## src/rtl/uart_rx.sv

```systemverilog
// 8N1 UART receiver: samples the synchronized line at bit centres.
// A stop bit sampled low raises frame_err_o and waits for the line to return high.
module uart_rx #(
  parameter int CLKS_PER_BIT = 20
) (
  input  logic       clk,
  input  logic       resetn,
  input  logic       rx_i,
  output logic [7:0] d_o,
  output logic       valid_o,
  output logic       frame_err_o,
  output logic       busy_o
);

  localparam int N  = CLKS_PER_BIT;
  localparam int H  = N / 2;
  localparam int TW = $clog2(N) + 1;

  localparam logic [TW-1:0] TIMER_FULL = TW'(N);
  localparam logic [TW-1:0] TIMER_HALF = TW'(H);
  localparam logic [TW-1:0] TIMER_ONE  = TW'(1);

  typedef enum logic [2:0] {
    IDLE,
    START,
    DATA,
    STOP,
    BREAK
  } state_t;

  state_t          state, state_n;
  logic [TW-1:0]   timer, timer_n;
  logic [2:0]      bit_idx, bit_idx_n;
  logic [7:0]      shift, shift_n;
  logic [7:0]      d_n;
  logic            valid_n, ferr_n;
  logic            rx_meta, rxs;
  logic            sample;

  // Two-flop synchronizer; idles high so reset does not look like a start bit.
  always_ff @(posedge clk or negedge resetn) begin
    if (!resetn) begin
      rx_meta <= 1'b1;
      rxs     <= 1'b1;
    end else begin
      rx_meta <= rx_i;
      rxs     <= rx_meta;
    end
  end

  always_ff @(posedge clk or negedge resetn) begin
    if (!resetn) begin
      state       <= IDLE;
      timer       <= TIMER_FULL;
      bit_idx     <= 3'd0;
      shift       <= 8'h00;
      d_o         <= 8'h00;
      valid_o     <= 1'b0;
      frame_err_o <= 1'b0;
    end else begin
      state       <= state_n;
      timer       <= timer_n;
      bit_idx     <= bit_idx_n;
      shift       <= shift_n;
      d_o         <= d_n;
      valid_o     <= valid_n;
      frame_err_o <= ferr_n;
    end
  end

  assign sample = (timer == TIMER_ONE);
  assign busy_o = (state != IDLE);

  always_comb begin
    state_n   = state;
    timer_n   = timer;
    bit_idx_n = bit_idx;
    shift_n   = shift;
    d_n       = d_o;
    valid_n   = 1'b0;
    ferr_n    = 1'b0;
    case (state)
      IDLE: begin
        if (!rxs) begin
          state_n = START;
          timer_n = TIMER_HALF;
        end
      end
      // A start bit that is high again at its centre was only a glitch.
      START: begin
        if (sample) begin
          timer_n   = TIMER_FULL;
          bit_idx_n = 3'd0;
          state_n   = rxs ? IDLE : DATA;
        end else begin
          timer_n = timer - TIMER_ONE;
        end
      end
      DATA: begin
        if (sample) begin
          shift_n[bit_idx] = rxs;
          timer_n          = TIMER_FULL;
          if (bit_idx == 3'd7) begin
            state_n = STOP;
          end else begin
            bit_idx_n = bit_idx + 3'd1;
          end
        end else begin
          timer_n = timer - TIMER_ONE;
        end
      end
      STOP: begin
        if (sample) begin
          timer_n = TIMER_FULL;
          if (rxs) begin
            d_n     = shift;
            valid_n = 1'b1;
            state_n = IDLE;
          end else begin
            ferr_n  = 1'b1;
            state_n = BREAK;
          end
        end else begin
          timer_n = timer - TIMER_ONE;
        end
      end
      BREAK: begin
        if (rxs) begin
          state_n = IDLE;
        end
      end
      default: begin
        state_n = IDLE;
      end
    endcase
  end

endmodule

```

## config.mk

```make
export PLATFORM = sky130hd
export DESIGN_NAME = uart_rx
export DESIGN_NICKNAME = d
export VERILOG_FILES = /design/src/rtl/uart_rx.sv
export SDC_FILE = /design/constraint.sdc
export NUM_CORES = 1
export LEC_CHECK = 0
export CORE_MARGIN = 3
export CORE_UTILIZATION = 40
export DETAILED_ROUTE_END_ITERATION = 10
export HOLD_SLACK_MARGIN = 0.1
export REMOVE_ABC_BUFFERS = 1
export SYNTH_ARGS = -nofsm -noshare
export SYNTH_HDL_FRONTEND = slang
export SYNTH_SLANG_ARGS = --single-unit
```

## constraint.sdc

```tcl
create_clock -name clk -period 1.85 [get_ports clk]
set_clock_uncertainty 0.15 [all_clocks]
set_input_delay 0.37 -clock clk [delete_from_list [all_inputs] [get_ports clk]]
set_output_delay 0.37 -clock clk [all_outputs]
set_load 0.05 [all_outputs]
```

# == Yosys cells after proc, flatten, opt, wreduce, memory -nomap -nowiden ==
# Index checks and enable logic that the tools add are counted.
# totals
ff_bits,32
latchBits,0
mem_bits_rw,0
rom_bits,0
in_bits,3
output_inout_bits,11
elab_cells,62
memories,0
# classes
add_sub_neg,2
mul,0
div_mod_pow,0
n_lt_le_gt_ge,2
eq_ne,13
shifts,0
n_mux,25
bitwise_logic,0
reduce_logical,11
# op_table
cell,n
$mux 3,10
$pmux 3 s5,1
$ne 2x2->1 const B,7
$mux 6,2
$pmux 6 s2,1
$bwmux 8,1
$mux 1,7
$eq 3x2->1 const B,2
$eq 3x3->1 const B,2
$eq 6x1->1 const B,1
$pmux 3 s2,1
$reduce_and 6->1,1
$sub 6x1->6 const B,1
$lt 3x4->1 const B,1
$reduce_and 2->1,2
$reduce_and 4->1,1
$reduce_bool 2->1,2
$add 3x1->3 const B,1
$demux 1 s3,1
$eq 3x1->1 const B,1
$ge 3x1->1 const B,1
$logic_not 3->1,1
$reduce_and 3->1,1
$reduce_bool 3->1,1
3 further kinds,3

# == Logic depth before layout (Yosys ltp) ==
# depth
word_depth,5
depth_mapped,6

# == Least setup slack after synthesis ==
# OpenSTA, ideal clock, no wires.
# synth_path
kind,register -> register
start,reg timer[1]
end,reg shift[0]
setup_ns,0.127
arrival_time_ns,1.479
required_ns,1.573
setup_slack_ns,0.094
path_stages_with_launch,7
path_cell_list,dfrtp_1 inv_1 ha_1 nor2b_1 buf_2 nand4_1 mux2_1
# synth_via
elab_chain_cells,2
# synth_lines
element,line,source
start: declaration,32,"logic [TW-1:0] timer, timer_n;"
start signal: assignment,62,timer <= timer_n;
$eq 6x1->1,71,assign sample = (timer == TIMER_ONE);
$reduce_and 2->1 (no line),--,
end signal: assignment,64,shift <= shift_n;
end: declaration,34,"logic [7:0] shift, shift_n;"
# No other way between the ends.
# A chain may end at the register's enable or synchronous reset.

# == Final worst setup path ==
# layout_path
start,reg state[2]
end,out busy_o
# layout_via
elab_chain_cells,1
# layout_lines
element,line,source
start: declaration,31,"state_t state, state_n;"
start signal: assignment,61,state <= state_n;
$reduce_bool 3->1,72,assign busy_o = (state != IDLE);
end: declaration,12,output logic busy_o
# No other way between the ends.

==> summary.md <==
| Metric | Value |
|---|---|
| Via count of the first global-routing pass | `1233` |
| Wire per inst | `15.5 µm` |
| Worst setup path category | `flip-flop to primary output` |
| Vias per std cell | `5.55` |
| Drt drc | `0` |
| Layout Utilization | `54.8%` |
| GR Util All Layers | `15.1%` |
| CP max FO | `13` |
| Yosys warning count | `0` |
| Maximum vdd drop | `0.000930 V` |
| F_max | `between 500 and 600 MHz` |
| Post-Syn Instances | `around 140` |
| Initial antenna violation count | `0` |
| First-pass GRT wire length | `5850 µm` |
| Starting DRT DRC Count | `63` |
| Final Instance Count excl. Fillers | `220` |
| CTS buffer count | `5` |
| DRT antenna net count | `0` |
| Vias | `1220` |
| Core box area | `~3800 µm²` |
| Starting density of the core | `43.6%` |
| Met2 WL | `1600 µm` |
| H-tree depth reported by CTS | `2` |
| Diode count | `0` |
| DIE WIDTH | `70.6 µm` |
| Port Buffer Count | `13` |
| Hpwl dp | `2270 µm` |
| Max stage delay on crit path | `0.44 ns` |
| Clk_lat worst skew | `0.28 ns` |
| Leakage | `just over 0.001 µW` |
| Max layer used | `met4` |
| Row count | `22` |
| Initial DRT Pass Iterations | `4` |
| CP max stage cell | `dfrtp_1` |
| Setup TNS | `0 ns` |
| Met3 Wirelength | `110 µm` |
| Io pins | `14` |
| DRT met1 WL | `~1600 µm` |
| Net count, final | `178` |
| Gr ovfl total | `0` |
| CTS sink cnt | `32` |
| Final wirelength | `3410 µm` |
| Least-Margin Pin Slew | `between 0.3 and 0.4 ns` |
| Layout cells sized above 1 | `36.6%` |
| CTS max path bufs | `2` |
| Mapped cell area | `1670 µm²` |
| Hold crit path type | `flip-flop to flip-flop` |
| Ys async rst share | `100%` |
| Seq/Total Area, Yosys | `48.3%` |
| Commonest non-fill, non-tap cell in the layout | `dfrtp_1` |
| Max-slew violation count | `0` |
| Finish-stage setup viols | `0` |
| CTS tree | `built` |
| Max cap viols | `0` |
| Cell Chain, Critical Path | `buf_6 -> inv_1 -> nand2_1 -> buf_12` |
| Min Tclk post-route | `roughly 1.8 ns` |
| #FFs+latches synth | `32` |
| Pwr dens | `1220 nW/µm²` |
| Clk pin slew, worst setup/hold paths | `0.07 ns` |
| Total power draw | `approximately 2600 µW` |
| Startpoint Class | `flip-flop` |
| Die Ht | `70.6 µm` |
| Die area | `4980 µm²` |
| Outcome | `finished clean` |
| Final cycle utilization of the critical path | `a little over nine tenths` |
| EDFF count, synth | `0` |
| Synthesized area per cell | `11.7 µm²` |
| Top_reg_cell synth | `dfrtp_1` |
| Worst Path Required | `1.33 ns` |
| Crit path DAT | `1.26 ns` |
| Synth-to-layout area growth | `25.8%` |
| Largest net degree at the start of global routing | `33` |
| Netlist cell types | `44` |
| Root Driver | `clkbuf_8` |
| Hold Violations, Final | `0` |
| Dpl cells | `207` |
| Crit end category | `primary output` |
| Most frequent cells in the layout | `dfrtp_1 (27), buf_4 (23), nand4_1 (8), mux2_1 (8), mux2_4 (8)` |
| GP Congestion | `about 0.86` |
| Max-slew headroom | `between 70 and 80%` |
==> through the flow <==
stage	hold WS [ns]	worst slack (ns)	area, µm²
2_1_floorplan	-0.0756	-0.0588	1620
4_1_cts	0.208	0.0121	2010
3_5_place_dp	0.199	0.00757	1890
5_1_grt	0.215	-0.0103	2100
3_3_place_gp	0.196	0.0987	1890
6_report	0.208	0.0702	2100
==> routing by layer <==
metal	track usage, %	up-vias
li1	-	587
met3	3.84	7
met4	8.14	0
met1	20.7	610
met2	22.0	16
met5	0	-
==> registers in the layout, indices dropped and copies added, names as in the netlist <==
name	flops
rx_meta	1
rxs	1
valid_o	1
shift	8
frame_err_o	1
state	3
timer	6
bit_idx	3
d_o	8
==> cells in the mapped netlist (2+ instances only) <==
cell type	count	share of area (%)
dfrtp_1	28	42
inv_1	8	1.8
mux2_1	8	5.4
mux2_4	8	7.2
nand4_1	8	3.0
nand2_1	5	1.1
nor2_1	5	1.1
nor3_1	5	1.5
nor3b_1	5	2.3
o21ai_0	5	1.5
and3b_1	4	2.1
buf_2	4	1.2
dfstp_2	4	6.3
ha_1	4	3.0
a21oi_1	3	0.90
mux2i_1	3	1.8
nand3_1	3	0.90
nor2b_1	3	1.1
buf_6	2	1.4
clkbuf_1	2	0.45
o211ai_1	2	0.90
==> path summary, 6_finish.rpt <==
check,start,slack [ns],cells after the start,endpoint
max in group asynchronous,resetn,1.01,2,rx_meta$_DFF_PN1_
min in group asynchronous,resetn,0.30,2,d_o[1]$_DFFE_PN0P_
worst max-delay path,state[2]$_DFFE_PN0P_,0.07,4,busy_o
worst min-delay path,rx_meta$_DFF_PN1_,0.21,0,rxs$_DFF_PN1_
worst max register to register,timer[3]$_DFFE_PN0P_,0.08,4,d_o[1]$_DFFE_PN0P_
worst min register to register,rx_meta$_DFF_PN1_,0.21,0,rxs$_DFF_PN1_
==> cell families (layout without fill, tap and decap cells) <==
kind of cell	count (synthesis)	in the layout	synth area share (%)
mux	20	20	15.1
fa+ha+maj	4	4	3.00
flops	32	32	48.3
buf+inv	16	45	4.80
compound gates	21	21	9.38
simple gates	49	50	19.4
==> where the power goes <==
group	total [µW]	internal, µW	switching (µW)
Clock	666	398	268
Combinational	894	425	470
Sequential	998	825	173
Total	2560	1650	911
==> timing repair <==
item,in CTS,in global routing
cloned,0,1
pin swaps,0,2
setup buffers,0,4
hold buffers,0,0
resized for setup,2,12
setup endpoints to repair,1,20
==> layout make-up <==
cell class	instances	area [µm²]
inverters	8	30.0
flip-flops and latches	32	807
clock inverters	3	42.5
fillers	338	1730
clock buffers	5	68.8
repair buffers	29	255
well taps	48	60.1
multi-input cells	95	833
==> critical path: cells and delay by family (launching register included) <==
kind                   cells  cell delay, ns
buffers and inverters      3            0.44
flip-flops                 1            0.44
AND/OR/NAND/NOR            1            0.10
Power figures use the tool's default switching activity.
